[src/rtl/ha_array_pkg.sv]
// Shared constants and types for the half-adder row accumulator.
// Row i carries a 9-bit sum vector t and a 7-bit carry vector b.
package ha_array_pkg;

    localparam int ROWS      = 4;
    localparam int T_W       = 9;
    localparam int B_W       = 7;
    localparam int PROD_W    = 16;
    localparam int ROW_VAL_W = 10;
    localparam int ACC_W     = PROD_W + 1;
    localparam int ROW_IDX_W = $clog2(ROWS);

    typedef logic [B_W-1:0]       row_b_t;
    typedef logic [T_W-1:0]       row_t_t;
    typedef logic [ROW_VAL_W-1:0] row_val_t;

    typedef enum logic [1:0] {
        IDLE = 2'd0,
        ACC  = 2'd1,
        DONE = 2'd2
    } acc_state_e;

endpackage

[src/rtl/ha_row_value.sv]
// Combinational value of one row pair: the carry vector b sits two bits
// above the sum vector t, so row_val = t + (b << 2), at most 1019.
module ha_row_value
    import ha_array_pkg::*;
(
    input  logic [B_W-1:0]       b,
    input  logic [T_W-1:0]       t,
    output logic [ROW_VAL_W-1:0] row_val
);

    assign row_val = ROW_VAL_W'(t) + (ROW_VAL_W'(b) << 2);

endmodule

[src/rtl/ha_array_accumulator.sv]
// Captures four half-adder row pairs and folds one weighted row per cycle
// into a 17-bit accumulator; bit 16 is reported as overflow.
//
// Handshakes: a transfer happens on a rising edge where valid and ready are
// both 1. in_ready is high only in IDLE (and never during reset), out_valid
// only in DONE; product/overflow are held until out_ready takes the result.
module ha_array_accumulator
    import ha_array_pkg::*;
(
    input  logic              clk,
    input  logic              rst_n,
    input  logic              in_valid,
    output logic              in_ready,
    input  logic [B_W-1:0]    ha_array_0_b,
    input  logic [B_W-1:0]    ha_array_1_b,
    input  logic [B_W-1:0]    ha_array_2_b,
    input  logic [B_W-1:0]    ha_array_3_b,
    input  logic [T_W-1:0]    ha_array_0_t,
    input  logic [T_W-1:0]    ha_array_1_t,
    input  logic [T_W-1:0]    ha_array_2_t,
    input  logic [T_W-1:0]    ha_array_3_t,
    output logic              out_valid,
    input  logic              out_ready,
    output logic [PROD_W-1:0] product,
    output logic              overflow,
    output logic [1:0]        dbg_state_o
);

    acc_state_e           state_q, state_d;
    logic [ROW_IDX_W-1:0] row_idx_q, row_idx_d;
    logic [ACC_W-1:0]     acc_q, acc_d;
    row_b_t               b_q [ROWS];
    row_t_t               t_q [ROWS];

    row_val_t             row_val;
    logic [ACC_W-1:0]     addend;
    logic                 capture_en;

    ha_row_value u_row_value (
        .b       (b_q[row_idx_q]),
        .t       (t_q[row_idx_q]),
        .row_val (row_val)
    );

    // Row i lands at bit position 2*i.
    assign addend     = ACC_W'(row_val) << {row_idx_q, 1'b0};
    assign capture_en = (state_q == IDLE) && in_valid;

    always_comb begin
        state_d   = state_q;
        row_idx_d = row_idx_q;
        acc_d     = acc_q;
        case (state_q)
            IDLE: begin
                if (in_valid) begin
                    state_d   = ACC;
                    row_idx_d = '0;
                    acc_d     = '0;
                end
            end
            ACC: begin
                acc_d     = acc_q + addend;
                row_idx_d = row_idx_q + 1'b1;
                if (row_idx_q == ROW_IDX_W'(ROWS - 1)) begin
                    state_d = DONE;
                end
            end
            DONE: begin
                if (out_ready) begin
                    state_d = IDLE;
                end
            end
            default: state_d = IDLE;
        endcase
    end

    always_ff @(posedge clk) begin
        if (!rst_n) begin
            state_q   <= IDLE;
            row_idx_q <= '0;
            acc_q     <= '0;
        end else begin
            state_q   <= state_d;
            row_idx_q <= row_idx_d;
            acc_q     <= acc_d;
        end
    end

    // Row capture needs no reset: contents are only read after a fresh capture.
    always_ff @(posedge clk) begin
        if (rst_n && capture_en) begin
            b_q[0] <= ha_array_0_b;
            b_q[1] <= ha_array_1_b;
            b_q[2] <= ha_array_2_b;
            b_q[3] <= ha_array_3_b;
            t_q[0] <= ha_array_0_t;
            t_q[1] <= ha_array_1_t;
            t_q[2] <= ha_array_2_t;
            t_q[3] <= ha_array_3_t;
        end
    end

    assign in_ready    = rst_n && (state_q == IDLE);
    assign out_valid   = (state_q == DONE);
    assign product     = acc_q[PROD_W-1:0];
    assign overflow    = acc_q[ACC_W-1];
    assign dbg_state_o = state_q;

endmodule

[config.mk]
export PLATFORM = sky130hd
export DESIGN_NAME = ha_array_accumulator
export DESIGN_NICKNAME = d
export VERILOG_FILES = /design/src/rtl/ha_array_pkg.sv /design/src/rtl/ha_row_value.sv /design/src/rtl/ha_array_accumulator.sv
export SDC_FILE = /design/constraint.sdc
export NUM_CORES = 1
export LEC_CHECK = 0
export ABC_AREA = 0
export CAP_MARGIN = 0
export CORE_ASPECT_RATIO = 1.5
export CORE_UTILIZATION = 40
export DETAILED_ROUTE_END_ITERATION = 12
export GPL_TIMING_DRIVEN = 0
export SLEW_MARGIN = 5
export SYNTH_ARGS = -nofsm -noshare
export SYNTH_HDL_FRONTEND = slang
export SYNTH_SLANG_ARGS = --single-unit
[constraint.sdc]
create_clock -name clk -period 6.1 [get_ports clk]
set_clock_uncertainty 0.2 [all_clocks]
set_input_delay 1.525 -clock clk [delete_from_list [all_inputs] [get_ports clk]]
set_output_delay 1.525 -clock clk [all_outputs]
set_load 0.02 [all_outputs]
==> reports/results.txt, run 1 <==
outcome - finished clean
largest cells by area after synthesis - edfxtp_1, dfxtp_1, mux4_2
Detailed Place HPWL - 7.44 mm
Clock Root Buffer - clkbuf_16
fraction of layout cells with a size suffix above 1 - 9.72%
CP Data Required Time - 6.13 ns
mapped cell area - 0.00446 sq mm
I/O Buffers - 87
Die Width - 88.2 microns
clk slew on worst S/H paths - 0.07 ns
pins over their slew limit - 0
met3 Use GR - 3.89%
hold endpoint - acc_q[15]
worst hold-check path type - flop to flop
number of synthesized flops with an enable pin - 64
r2r endpoint - acc_q[15]
CTS tree - done
area leader, netlist - edfxtp_1
die area - 0.0116 sq mm
vias in the first global route - 3285
Post-Syn Area per Cell - 12.4 sq um
total grt overflow - 0
final setup margin - 0.965 ns
hold path depth - 2
sequential fraction of the synthesis area - 53.4%
Critical Path Sink Type - flop
ys flop type - edfxtp_1
GRT Resource Usage Total - 18.1%
first-pass GRT wire length - 15.8 mm
WP data arrival - 5.16 ns
Initial Util - 41.7%
Num CTS Buffers - 9
later-pin clock latency in the skew report - 0.34 ns
Max Fclk - 0.195 GHz
initial antenna violation count - 0
largest net degree at the start of global routing - 43
CP max FO - 10
drt pass-1 iters - 6
Worst Max-Slew Pin Slew - 0.651 ns
Tcrit/Tclk final - 84.2%
Final setup viols - 0
DRC viols - 0
top-area cell type share of the netlist area - 43.1%
post-synth cell types - 53
core box area - 0.0107 sq mm
critical path class - flop to flop
Synth Warn # - 0
ANT nets after route - 0
Post-CTS Setup Bufs - 0
post_cts resized - 0
routability cong. - 0.860
pwr/cell area - 286 mW/mm^2
Synth Net Count - 453
FF-to-FF path depth - 18
post-synthesis register bit count - 87
DRT Wirelength - 9.60 mm
MaxCap Viol Count - 0
IO Count - 89
Power Total - 1.68 mW
die extent in y - 131 microns
Leak - 2.11 nW
worst hold start - acc_q[15]
Slew HR - 56.6%
Reg2Reg Setup Slack - 0.97 ns
commonest cells in the netlist - edfxtp_1, nand2_1, ha_1, dfxtp_1, o21ai_0
Startpoint Class - flop
met1 Use GR - 20.4%
row count - 46
GR Layer Usage met2 - 32.2%
Synth async-reset ratio - 0%
initial drt markers - 136
clock buffer depth - 2
# hold bufs at CTS - 0
most frequent cell after synthesis - edfxtp_1
TritonCTS sink count - 87
DR vias/cell - 5.26
TNS Setup - 0 ns
RSZ-0062 raised after global routing - false
routed via count - 3194
pre-CTS WS - 0.879 ns
DR WL/cell - 15.8 microns
Syn-to-layout area delta - 31.2%
peak supply drop - 161 uV
Antenna Cells - 0
H-tree lvl count - 3
Nets - 552
Min Clock Period, post-route - 5.13 ns
Hold Vio Cnt, Final - 0
synthesized instance count - 359
global-route layer with the greatest usage - met2
[worst max path at each step]
stage,cells past startpoint,endpoint,startpoint,slack (ns)
4_1_cts,18,acc_q[15],flop,0.86
3_5_place_dp,18,acc_q[15],flop,0.88
6_report,18,acc_q[15],flop,0.97
3_3_place_gp,18,acc_q[15],flop,0.97
2_1_floorplan,18,acc_q[15],flop,1.60
5_1_grt,17,acc_q[15],flop,0.55
[flip-flops by register name (all words and copies together) (netlist names), named ones only]
register / cells
acc_q: 17
b_q: 28
dbg_state_o: 2
row_idx_q: 2
t_q: 36
[critical path: stages, from the launching register on]
cell      delay (ns)
dfxtp_1         0.30
clkbuf_1        0.34
clkbuf_1        0.55
mux4_2          0.41
ha_1            0.36
a21o_1          0.20
a21oi_1         0.25
nor2_1          0.11
or4_1           0.41
nand3_1         0.12
o21ai_0         0.09
ha_1            0.31
buf_6           0.14
a211oi_1        0.27
o21ai_1         0.15
a221o_1         0.34
a41oi_1         0.21
xor2_1          0.18
o21ai_1         0.07
[logic make-up after synthesis]
| kind of cell | after synthesis | synth area share [%] |
|---|---|---|
| compound gates | 90 | 13.0 |
| flops | 87 | 53.4 |
| simple gates | 95 | 10.6 |
| buf+inv | 21 | 2.30 |
| fa+ha+maj | 26 | 7.63 |
| xor+xnor | 17 | 3.34 |
| mux | 23 | 9.68 |
[area by class of cell]
cell class / count / area [sq um]
multi-input cells: 251 / 1980
flip-flops and latches: 87 / 2380
repair buffers: 88 / 891
clock inverters: 6 / 92.6
plain buffers: 17 / 87.6
inverters: 4 / 15.0
fillers: 961 / 4850
well taps: 144 / 180
clock buffers: 10 / 229
[placed cells by master (no fill, tap or decap), drive strengths merged, types with 6 or more instances in the layout]
cell type       n
clkbuf         21
nor2b          16
mux4           16
dfxtp          23
clkdlybuf4s50  87
nor2           19
nand2          31
nand3           7
o21ai          27
ha             24
edfxtp         64
xnor2           7
a22oi           9
buf             7
xor2           10
a21oi          19
a21o            7
mux2i           6
[power breakdown]
group | internal (mW) | switching, mW
clock | 0.363 | 0.234
sequential | 0.667 | 0.0166
combinational | 0.191 | 0.204
[layer usage]
layer  vias up  share of wire [%]
met5         -                  0
met4         0                2.8
met3        20                3.6
met2        86                 56
met1      1519                 38
li1       1569                  -
[through the flow]
stage / utilization (%) / hold slack (ns) / cells / cell area (sq um)
floorplan: - / 0.340 / 359 / 4460
global placement: 51.5 / 0.264 / 590 / 5510
CTS: 54.7 / 0.283 / 607 / 5850
global route: 54.7 / 0.311 / 607 / 5850
finish: 54.7 / 0.277 / 607 / 5850
detailed placement: 51.7 / 0.273 / 591 / 5530
(Power assumes the default switching activity.)
==> inputs of run 2 (changes only) <==
==> constraint.sdc (replaced) <==
create_clock -name clk -period 5.11 [get_ports clk]
set_clock_uncertainty 0.2 [all_clocks]
set_input_delay 1.2775 -clock clk [delete_from_list [all_inputs] [get_ports clk]]
set_output_delay 1.2775 -clock clk [all_outputs]
set_load 0.02 [all_outputs]
==> run 2 against run 1 <==
Clock power increased by 19%. Count of clock-buffer cells in the layout did not move. Cell area grew 0.26%. Global-route usage unchanged. Critical path depth unchanged. Sequential power grew 19%. Fmax grew 7.4%. Combinational power up 19%. Routed wire length shrank 0.24%. Setup slack worse by 0.63 ns. First-iteration DRC count shrank 2.9%. Critical path type unchanged. Largest cell class unchanged. Largest power group unchanged. Highest routed layer unchanged.
==> reports/results.txt, run 2 (same netlist as run 1, synthesis figures left out) <==
DR vias/cell - 5.24 (was 5.26)
Syn-to-layout area delta - 31.6% (was 31.2%)
Initial Util - 41.7% (unchanged)
routed via count - 3178 (was 3194)
Critical Path Sink Type - flop (unchanged)
worst hold-check path type - flop to flop (unchanged)
Tcrit/Tclk final - 93.5% (was 84.2%)
Power Total - 2.00 mW (was 1.68 mW)
core box area - 0.0107 sq mm (unchanged)
crit-path cells - clkbuf_4 > mux4_2 > ha_1 > fa_1 > a21o_1 > a21oi_2 > nor2_1 > or4_1 > nand3_1 > o21ai_0 > ha_1 > buf_6 > a211oi_1 > o21ai_1 > a221o_1 > a41oi_1 > xor2_1 > o21ai_1 (was clkbuf_1 > clkbuf_1 > mux4_2 > ha_1 > a21o_1 > a21oi_1 > nor2_1 > or4_1 > nand3_1 > o21ai_0 > ha_1 > buf_6 > a211oi_1 > o21ai_1 > a221o_1 > a41oi_1 > xor2_1 > o21ai_1)
Num CTS Buffers - 9 (unchanged)
placed insts - 591 (unchanged)
DR WL/cell - 15.8 microns (about the same)
final setup margin - 0.331 ns (was 0.965 ns)
Die Width - 88.2 microns (unchanged)
vias in the first global route - 3285 (unchanged)
Hold Vio Cnt, Final - 0 (unchanged)
Worst path max stage delay - 0.53 ns (was 0.55 ns)
most common cell after layout, fill and taps aside - clkdlybuf4s50_1 (unchanged)
routability cong. - 0.860 (unchanged)
total grt overflow - 0 (unchanged)
I/O Buffers - 87 (unchanged)
initial drt markers - 132 (was 136)
die area - 0.0116 sq mm (unchanged)
Worst Max-Slew Pin Slew - 0.536 ns (was 0.651 ns)
H-tree lvl count - 3 (unchanged)
IO Count - 89 (unchanged)
pins over their slew limit - 0 (unchanged)
GRT Resource Usage Total - 18.1% (unchanged)
drt pass-1 iters - 6 (unchanged)
row count - 46 (unchanged)
die extent in y - 131 microns (unchanged)
Clock Root Buffer - clkbuf_16 (unchanged)
Antenna Cells - 0 (unchanged)
RSZ-0062 raised after global routing - false (unchanged)
DRC viols - 0 (unchanged)
CP Data Required Time - 5.14 ns (was 6.13 ns)
clock buffer depth - 2 (unchanged)
outcome - finished clean (unchanged)
largest net degree at the start of global routing - 43 (unchanged)
Min Clock Period, post-route - 4.78 ns (was 5.13 ns)
Final Util - 54.8% (was 54.7%)
pre-CTS WS - -0.111 ns (was 0.879 ns)
MaxCap Viol Count - 0 (unchanged)
pwr/cell area - 341 mW/mm^2 (was 286 mW/mm^2)
Leak - 2.12 nW (was 2.11 nW)
later-pin clock latency in the skew report - 0.34 ns (about the same)
clk slew on worst S/H paths - 0.07 ns (about the same)
peak supply drop - 192 uV (was 161 uV)
TNS Setup - 0 ns (unchanged)
Post-Layout Cell Count - 606 (was 607)
Startpoint Class - flop (unchanged)
Largest register FFs - 36 (unchanged)
Top Registers - t_q (36), b_q (28), acc_q (17) (unchanged)
Detailed Place HPWL - 7.44 mm (unchanged)
DRT Wirelength - 9.58 mm (was 9.60 mm)
critical path's slowest cell - mux4_2 (was clkbuf_1)
WP data arrival - 4.80 ns (was 5.16 ns)
CP max FO - 8 (was 10)
ANT nets after route - 0 (unchanged)
Max Fclk - 0.209 GHz (was 0.195 GHz)
CTS tree - done (unchanged)
Nets - 551 (was 552)
Final setup viols - 0 (unchanged)
# hold bufs at CTS - 0 (unchanged)
Top reg by flops - t_q (unchanged)
most frequent cells in the layout - clkdlybuf4s50_1, edfxtp_1, nand2_1 (unchanged)
initial antenna violation count - 0 (unchanged)
first-pass GRT wire length - 15.8 mm (unchanged)
fraction of layout cells with a size suffix above 1 - 10.4% (was 9.72%)
Slew HR - 64.3% (was 56.6%)
critical path class - flop to flop (unchanged)
TritonCTS sink count - 87 (unchanged)
==> run 2: final cells by class <==
type,instances,area [sq um]
Multi-Input combinational cell,251,1990
Fill cell,963,4840
Sequential cell,87,2380
Clock buffer,10,229
Timing Repair Buffer,88,891
Tap cell,144,180
Inverter,4,15.0
Buffer,16,93.8
Clock inverter,6,92.6
==> run 2: worst paths after layout <==
check             startpoint         to  slack (ns)  cells past startpoint
hold reg to reg    acc_q[15]  acc_q[15]        0.28                      2
hold / removal     acc_q[15]  acc_q[15]        0.28                      2
setup reg to reg        flop  acc_q[15]        0.33                     18
setup / recovery        flop  acc_q[15]        0.33                     18
==> run 2: through the flow <==
step           hold slack, ns  area, sq um
2_1_floorplan           0.340         4460
6_report                0.277         5870
5_1_grt                 0.311         5870
4_1_cts                 0.283         5860
3_5_place_dp            0.273         5530
3_3_place_gp            0.264         5510
==> run 2: routing by layer <==
| metal | vias to the layer above | wire, microns | share of wire, % | global-route usage [%] |
|---|---|---|---|---|
| met5 | - | 0 | 0 | 0 |
| met4 | 0 | 267 | 2.8 | 7.26 |
| met3 | 20 | 323 | 3.4 | 3.89 |
| met2 | 83 | 5340 | 56 | 32.2 |
| met1 | 1509 | 3650 | 38 | 20.4 |
| li1 | 1566 | - | - | - |
==> run 2: where the power goes <==
| group | total, mW | leakage, nW | switching [mW] | internal [mW] |
|---|---|---|---|---|
| registers | 0.816 | 0.780 | 0.0205 | 0.796 |
| clock network | 0.712 | 0.155 | 0.279 | 0.433 |
| logic | 0.473 | 1.18 | 0.244 | 0.230 |
==> run 2: critical path, delay by kind of cell (launching register included) <==
family                   cells  cell delay [ns]
flip-flops                   1             0.30
XOR/XNOR                     1             0.18
adder cells (fa/ha/maj)      3             0.98
multiplexers                 1             0.53
AND/OR/NAND/NOR              3             0.61
buffers and inverters        2             0.35
AO/OA/AOI/OAI                8             1.50
==> run 2: repair_timing <==
action                     CTS  global route
gates resized for setup      1             7
gates cloned                 0             0
setup endpoints to repair    2             4
buffers inserted             0             0
